$ cat config.mk
export PLATFORM = sky130hd
export DESIGN_NAME = yapay_zeka_vektor_birimi
export DESIGN_NICKNAME = d
export VERILOG_FILES = /design/src/rtl/yapay_zeka_vektor_birimi.sv
export SDC_FILE = /design/constraint.sdc
export NUM_CORES = 2
export LEC_CHECK = 0
export BUFFER_PORTS_ARGS = -buffer_cell sky130_fd_sc_hd__buf_2
export CAP_MARGIN = 15
export CORE_MARGIN = 2
export CORE_UTILIZATION = 40
export CTS_CLUSTER_SIZE = 28
export DETAILED_ROUTE_END_ITERATION = 10
export SETUP_SLACK_MARGIN = 0.05
export SYNTH_ARGS = -nofsm -noshare
export SYNTH_HDL_FRONTEND = slang
export SYNTH_SLANG_ARGS = --single-unit
$ cat constraint.sdc
create_clock -name clk_i -period 13.3 [get_ports clk_i]
set_input_delay 0 -clock clk_i [delete_from_list [all_inputs] [get_ports clk_i]]
set_output_delay 0 -clock clk_i [all_outputs]
set_load 0.02 [all_outputs]
$ cat src/rtl/yapay_zeka_vektor_birimi.sv
// yapay_zeka_vektor_birimi: signed dot product over loaded X/W element buffers
// Loads fill the buffers. RUN sums one product per cycle over min(sayi_x, sayi_w) elements.
module yapay_zeka_vektor_birimi #(
   parameter int DERINLIK = 16,
   parameter int VERI_BIT = 32,
   parameter bit DOYGUN   = 0
) (
   input  logic        clk_i,
   input  logic        rst_i,
   input  logic        ddb_durdur_i,
   input  logic [2:0]  kontrol_i,
   input  logic        basla_i,
   input  logic        rs2_en_i,
   input  logic [31:0] deger1_i,
   input  logic [31:0] deger2_i,
   output logic        bitti_o,
   output logic [31:0] sonuc_o
);
   localparam logic [2:0] YZH_LD_W = 3'd0, YZH_CLR_W = 3'd1, YZH_LD_X = 3'd2, YZH_CLR_X = 3'd3, YZH_RUN = 3'd4;
   localparam int AB = $clog2(DERINLIK);
   localparam int CW = AB + 1;
   localparam int AW = 2 * VERI_BIT + AB;
   localparam int SW = (AW > 33) ? AW : 33;
   localparam logic signed [SW-1:0] UST = SW'(33'sh07FFFFFFF);
   localparam logic signed [SW-1:0] ALT = ~UST;
   localparam logic [CW-1:0] DOLU = CW'(DERINLIK);

   typedef enum logic [1:0] {BOSTA, HESAPLA, BITTI} durum_t;
   durum_t durum_q, durum_d;

   logic signed [VERI_BIT-1:0] x_q [DERINLIK];
   logic signed [VERI_BIT-1:0] w_q [DERINLIK];
   logic [CW-1:0] sayi_x, sayi_w, sayi_x_n, sayi_w_n, idx, n;
   logic signed [AW-1:0] acc, acc_n;
   logic signed [2*VERI_BIT-1:0] carpim;
   logic signed [SW-1:0] acc_g;
   logic [31:0] sonuc_n;
   logic kabul, son, x_y1, x_y2, w_y1, w_y2;

   // Second element is only written if it still fits, so counts saturate at DOLU
   assign kabul    = basla_i && !ddb_durdur_i && durum_q == BOSTA;
   assign n        = (sayi_x < sayi_w) ? sayi_x : sayi_w;
   assign son      = idx == n - CW'(1);
   assign x_y1     = sayi_x < DOLU;
   assign x_y2     = rs2_en_i && sayi_x < DOLU - CW'(1);
   assign w_y1     = sayi_w < DOLU;
   assign w_y2     = rs2_en_i && sayi_w < DOLU - CW'(1);
   assign sayi_x_n = sayi_x + CW'(x_y1) + CW'(x_y2);
   assign sayi_w_n = sayi_w + CW'(w_y1) + CW'(w_y2);
   assign carpim   = x_q[idx[AB-1:0]] * w_q[idx[AB-1:0]];
   assign acc_n    = acc + AW'(carpim);
   assign acc_g    = SW'(acc_n);
   assign sonuc_n  = !DOYGUN ? acc_g[31:0] : (acc_g > UST) ? 32'h7FFFFFFF : (acc_g < ALT) ? 32'h80000000 : acc_g[31:0];

   always_ff @(posedge clk_i)
      if (kabul && kontrol_i == YZH_LD_X) begin
         if (x_y1) x_q[sayi_x[AB-1:0]] <= deger1_i[VERI_BIT-1:0];
         if (x_y2) x_q[sayi_x[AB-1:0] + AB'(1)] <= deger2_i[VERI_BIT-1:0];
      end

   always_ff @(posedge clk_i)
      if (kabul && kontrol_i == YZH_LD_W) begin
         if (w_y1) w_q[sayi_w[AB-1:0]] <= deger1_i[VERI_BIT-1:0];
         if (w_y2) w_q[sayi_w[AB-1:0] + AB'(1)] <= deger2_i[VERI_BIT-1:0];
      end

   always_ff @(posedge clk_i)
      if (rst_i) durum_q <= BOSTA;
      else if (!ddb_durdur_i) durum_q <= durum_d;

   always_comb begin
      durum_d = durum_q;
      bitti_o = kontrol_i != YZH_RUN || durum_q == BITTI;
      if (durum_q == BOSTA && basla_i && kontrol_i == YZH_RUN) durum_d = (n == '0) ? BITTI : HESAPLA;
      else if (durum_q == HESAPLA && son) durum_d = BITTI;
      else if (durum_q == BITTI) durum_d = BOSTA;
   end

   always_ff @(posedge clk_i)
      if (rst_i) begin
         sayi_x  <= '0;
         sayi_w  <= '0;
         acc     <= '0;
         idx     <= '0;
         sonuc_o <= '0;
      end else if (!ddb_durdur_i) begin
         if (kabul) begin
            sayi_x <= (kontrol_i == YZH_LD_X) ? sayi_x_n : (kontrol_i == YZH_CLR_X) ? '0 : sayi_x;
            sayi_w <= (kontrol_i == YZH_LD_W) ? sayi_w_n : (kontrol_i == YZH_CLR_W) ? '0 : sayi_w;
            if (kontrol_i == YZH_RUN) begin
               acc <= '0;
               idx <= '0;
               if (n == '0) sonuc_o <= '0;
            end
         end
         if (durum_q == HESAPLA) begin
            acc <= acc_n;
            idx <= idx + CW'(1);
            if (son) sonuc_o <= sonuc_n;
         end
      end
endmodule

### Yosys cells after proc, flatten, opt, wreduce, memory -nomap -nowiden

Memory sizes are Yosys's and may differ from the RTL's. A register that Yosys moved wholly into a read port is not among the register bits.
Cells that the tools add are included.
Widths: inputs -> output; s select.

| storage, ports and cells | value |
|---|---|
| bits in registers | 117 |
| latch bits | 0 |
| RAM bits | 1024 |
| memory bits (read-only) | 0 |
| word-level logic and storage cells | 91 |
| memories | 2 |

| cells by class | value |
|---|---|
| add/subtract/negate cells | 9 |
| multiply operators | 1 |
| div/mod/pow operators | 0 |
| order comparisons | 5 |
| eq/ne operators | 8 |
| shift operators | 0 |
| mux-type cells | 36 |
| bitwise gates (word level) | 1 |
| reductions and logical operators | 23 |

Memory list:

| name | depth | bits a word | read ports | clocked after Yosys merged registers in | write ports | RTL line | RTL |
|---|---|---|---|---|---|---|---|
| w_q | 16 | 32 | 1 | 1 | 2 | 32 | `logic signed [VERI_BIT-1:0] w_q [DERINLIK];` |
| x_q | 16 | 32 | 1 | 1 | 2 | 31 | `logic signed [VERI_BIT-1:0] x_q [DERINLIK];` |

Operator list:

| kind | count |
|---|---|
| $mux 68 | 3 |
| $mux 32 | 5 |
| $add 68x64->68 | 1 |
| $mul 32x32->64 | 1 |
| $mux 5 | 8 |
| $add 5x1->5 | 4 |
| $mux 4 | 4 |
| $mux 1 | 12 |
| $lt 5x4->1 const B | 2 |
| $lt 5x5->1 const B | 2 |
| $logic_and 1x1->1 | 9 |
| $reduce_and 3->1 | 3 |
| $add 4x1->4 const B | 2 |
| $mux 2 | 4 |
| $reduce_bool 2->1 | 4 |
| $eq 3x2->1 const B | 2 |
| $add 5x1->5 const B | 1 |
| $eq 5x5->1 | 1 |
| $logic_not 5->1 | 1 |
| $lt 5x5->1 | 1 |
| $sub 5x1->5 const B | 1 |
| $eq 3x1->1 const B | 1 |
| $eq 3x3->1 const B | 1 |
| $logic_not 3->1 | 1 |
| 9 further kinds | 9 |

### Depth between registers and ports, before layout

| depth | value |
|---|---|
| depth after elaboration | 8 |
| mapped depth | 40 |
| depth with buffers taken out | 33 |

### Worst setup path before layout

No wires, ideal clock.

| timing path | value |
|---|---|
| path type | reg-to-reg |
| from | reg with a tool-made name |
| to | reg acc[31] |
| library setup time | 117 ps |
| data arrival time | 8826 ps |
| required time | 13183 ps |
| slack | 4357 ps |
| stages on the path, launching flop included | 33 |
| clock period less this slack | 8943 ps |
| cell sequence | dfxtp_1 buf_6 buf_12 buf_12 buf_8 buf_8 buf_6 mux4_2 a221oi_1 clkbuf_1 buf_1 nor2_1 fa_1 fa_1 fa_1 inv_1 fa_1 fa_1 fa_1 inv_1 fa_1 inv_1 fa_1 inv_1 ha_1 and3_1 a31oi_1 or3b_2 a311oi_1 a211oi_1 xnor3_1 nor2_2 a32o_2 |

RTL lines:

| element | RTL line | RTL |
|---|---|---|
| end signal, assigned | 97 | `acc <= acc_n;` |
| end, declared | 34 | `logic signed [AW-1:0] acc, acc_n;` |

==> key figures <==
Synth
  • Area contributors post-synth: edfxtp_1 (43%), mux2_2 (15%), fa_1 (12%), mux4_2 (7.9%), inv_1 (3.0%)
  • Synth cell types: 69
  • Syn avg cell area: 13.2 µm²
  • Synth Area in XOR/XNOR: 1.15%
  • Yosys top cell by area: edfxtp_1
  • Post-synth EDFFs: 1024
  • Synth Instances: 5448
  • Mapped cell area: 72000 µm²
  • Yosys top cell area share: 42.7%
  • Yosys warns: 0
  • Largest family of logic cells by synthesized area: multiplexers
  • Mux cell area share after synthesis: 24.0%
  • Primary FF master, synth: edfxtp_1
  • Compound-cell area share of the yosys netlist: 2.51%
  • Flops & latches, synth: 1109
  • Asr flop ratio synth: 0%
  • Register area share after synthesis: 45.1%
  • Adder-Cell Fraction of Synth Area: 15.0%
  • Syn_nets: 6119
  • Synth Area in Simple Gates: 5.86%

Clock network
  • Reg clk slew, reported paths: 0.06 ns
  • Number of H-tree levels: 3
  • Clock Tree Root: clkbuf_16
  • CTS buffer count: 120
  • Max Buffers Root-to-Sink: 3
  • # hold bufs at CTS: 75
  • CTS tree: done
  • Sink Count: 1109
  • Post-CTS Resized: 0
  • Clk Latency, worst-skew pair: 0.77 ns
  • Post-CTS Setup Inserts: 0

Power and ir drop
  • Sw Ratio: 31.1%
  • Maximum vdd drop: 0.000143 V
  • Clock Power Share: 33.6%
  • Internal: 6.90 mW
  • PwrDens: 126 nW/µm²
  • LEAKAGE: 28.3 nW
  • Comb pwr share: 28.3%
  • Psw: 3.12 mW
  • Sequential power share: 38.0%

Route
  • Initial drt markers: 4582
  • DR WL/cell: 29.4 µm
  • Avg Vias per Cell: 5.77
  • DR pass1 iterations: 5
  • DRC viols: 0
  • Routed WL: 229 mm
  • Remaining antenna violation count after routing: 0
  • Via count: 45.0k

STA
  • Final Slew Violations: 0
  • Relative slew slack: 31.9%
  • FMAX: 98.3 MHz
  • Worst slew pin tran: 1.01 ns
  • Final setup fails: 0
  • Unrepaired setup endpoints after global routing: no
  • Final hold violation count: 0
  • Final period util: 76.5%
  • Clock period minus worst slack: 10.17 ns
  • Final WS setup: 3.13 ns
  • Hold_ws: 0.0592 ns
  • Setup_tns: 0 ns
  • Max Clock Skew: 0.0291 ns

Run status
  • Run status: completed

Placed design
  • DP Wirelength: 134 mm
  • Post-placement worst setup slack: 3.19 ns
  • # port buffers: 104
  • Gpl congestion: 0.885
  • Post-placement cell count: 7497

Min path
  • Hold Path Depth: 2
  • Worst hold path endpoint: x_q[9][3]
  • Min-delay worst type: input pin to flip-flop
  • Min-delay src: deger2_i[3]

Critical path
  • RR Endpoint: sonuc_o[31]
  • Crit Path Max Fanout: 60
  • Worst path max stage delay: 0.76 ns
  • R2R setup slack: 3.13 ns
  • Critical Path Source Type: flip-flop
  • CP Capture Type: flip-flop
  • Critical Path Most Common Cell: fa_1
  • Worst r2r path cells: 28
  • WS Path Type: flip-flop to flip-flop
  • Worst Path Required: 13.94 ns
  • Slowest stage cell, crit path: dfxtp_4
  • Critical path data arrival time: 10.80 ns

Die
  • Initial Utilization: 40.3%
  • Die height: 428 µm
  • Total die area: 183000 µm²
  • # rows: 155
  • DIE WIDTH: 428 µm
  • Area of the core: 179000 µm²
  • Ports: 105

Layout
  • Util after Layout: 44.4%
  • Final cell count without fillers: 7800
  • Commonest non-fill, non-tap cell in the layout: edfxtp_1
  • Synth-to-layout area growth: 10.1%
  • Final #Nets: 6010
  • Commonest cells after routing, fill and taps aside: edfxtp_1 (1024), mux2_2 (965), inv_1 (574)
  • Layout cells sized above 1: 32.1%

Global route
  • Total GRT Usage: 24.8%
  • First-pass GRT wire length: 331 mm
  • Largest net degree at the start of global routing: 93
  • Remaining global-route overflow: 0
  • Initial antenna violation count: 9
  • Vias in the first global route: 46.1k

Flow run
  • Max Cap Viol: 0
==> flip-flops by register name, indices dropped and copies added, names as in the netlist, named ones only <==
signal   flops
idx          5
acc         32
sayi_w       5
w_q        512
sayi_x       5
x_q        512
durum_q      2
sonuc_o     32
==> worst max-delay path by stage <==
stage                     cells after the start  startpoint     endpoint  slack, ns
after floorplan                              32   flip-flop      acc[31]       4.36
final                                        28   flip-flop  sonuc_o[31]       3.13
after global placement                       26   flip-flop  sonuc_o[31]       3.29
after global routing                         28   flip-flop  sonuc_o[31]       2.64
after detailed placement                     28   flip-flop  sonuc_o[31]       3.19
after CTS                                    28   flip-flop  sonuc_o[31]       3.12
==> cell usage after synthesis (all sizes together), types with 8 or more instances <==
cell / instances
nor2: 399
dfxtp: 85
a31oi: 8
and3: 9
nand2b: 45
mux2i: 70
nand3: 64
nor2b: 40
nor3: 12
a21o: 16
mux2: 965
ha: 159
and2: 22
clkbuf: 459
nand2: 326
inv: 575
or2: 32
a221oi: 26
o21a: 14
a21oi: 63
fa: 440
buf: 83
a22oi: 43
edfxtp: 1024
xor2: 14
mux4: 253
xnor2: 73
o21ai: 60
==> routing by layer <==
metal | part of all wire, % | vias up | wire length [µm] | GRT usage, %
li1 | - | 18800 | - | -
met1 | 39 | 23600 | 89600 | 32.1
met2 | 49 | 2090 | 113000 | 42.2
met3 | 7.6 | 447 | 17500 | 3.44
met4 | 4.0 | 4 | 9190 | 9.41
met5 | 0.0087 | - | 20 | 0
==> final cells by class <==
class | instances | area, µm²
antenna | 2 | 5.00
multi-input combinational | 3218 | 35500
clock buffer | 165 | 3290
tap | 2355 | 2950
inverter | 579 | 2180
timing repair buffer | 311 | 2320
clock inverter | 61 | 593
sequential | 1109 | 32500
fill | 16000 | 99300
==> cells by family (layout without fill, tap and decap cells) <==
logic type | count (synthesis) | count (layout)
AND/OR/NAND/NOR | 975 | 975
AO/OA/AOI/OAI | 267 | 267
other | 0 | 2
buffers and inverters | 1121 | 1116
adder cells (fa/ha/maj) | 599 | 599
flip-flops | 1109 | 1109
multiplexers | 1288 | 1288
XOR/XNOR | 89 | 89
==> through the flow <==
step,cell area [µm²],power (mW)
after detailed placement,74600,6.70
after global routing,79300,10.5
after floorplan,72000,5.98
final,79300,10.0
after CTS,79300,10.1
after global placement,74600,6.66
==> power groups by stage <==
stage / Sequential (mW) / Clock (mW) / Combinational, mW
2_1_floorplan: 3.88 / 0 / 2.10
3_3_place_gp: 3.88 / 0 / 2.78
3_5_place_dp: 3.88 / 0 / 2.81
4_1_cts: 3.81 / 3.42 / 2.85
5_1_grt: 3.81 / 3.54 / 3.19
6_report: 3.81 / 3.37 / 2.84
==> worst max-delay path, delay by kind of cell (launching register included) <==
kind | cells | cell delay [ns]
simple gates | 6 | 1.28
flops | 1 | 0.76
buf+inv | 6 | 1.14
compound gates | 4 | 1.06
fa+ha+maj | 9 | 3.94
xor+xnor | 1 | 0.41
mux | 2 | 1.30
No activity file was read; power rests on OpenSTA's default activity.
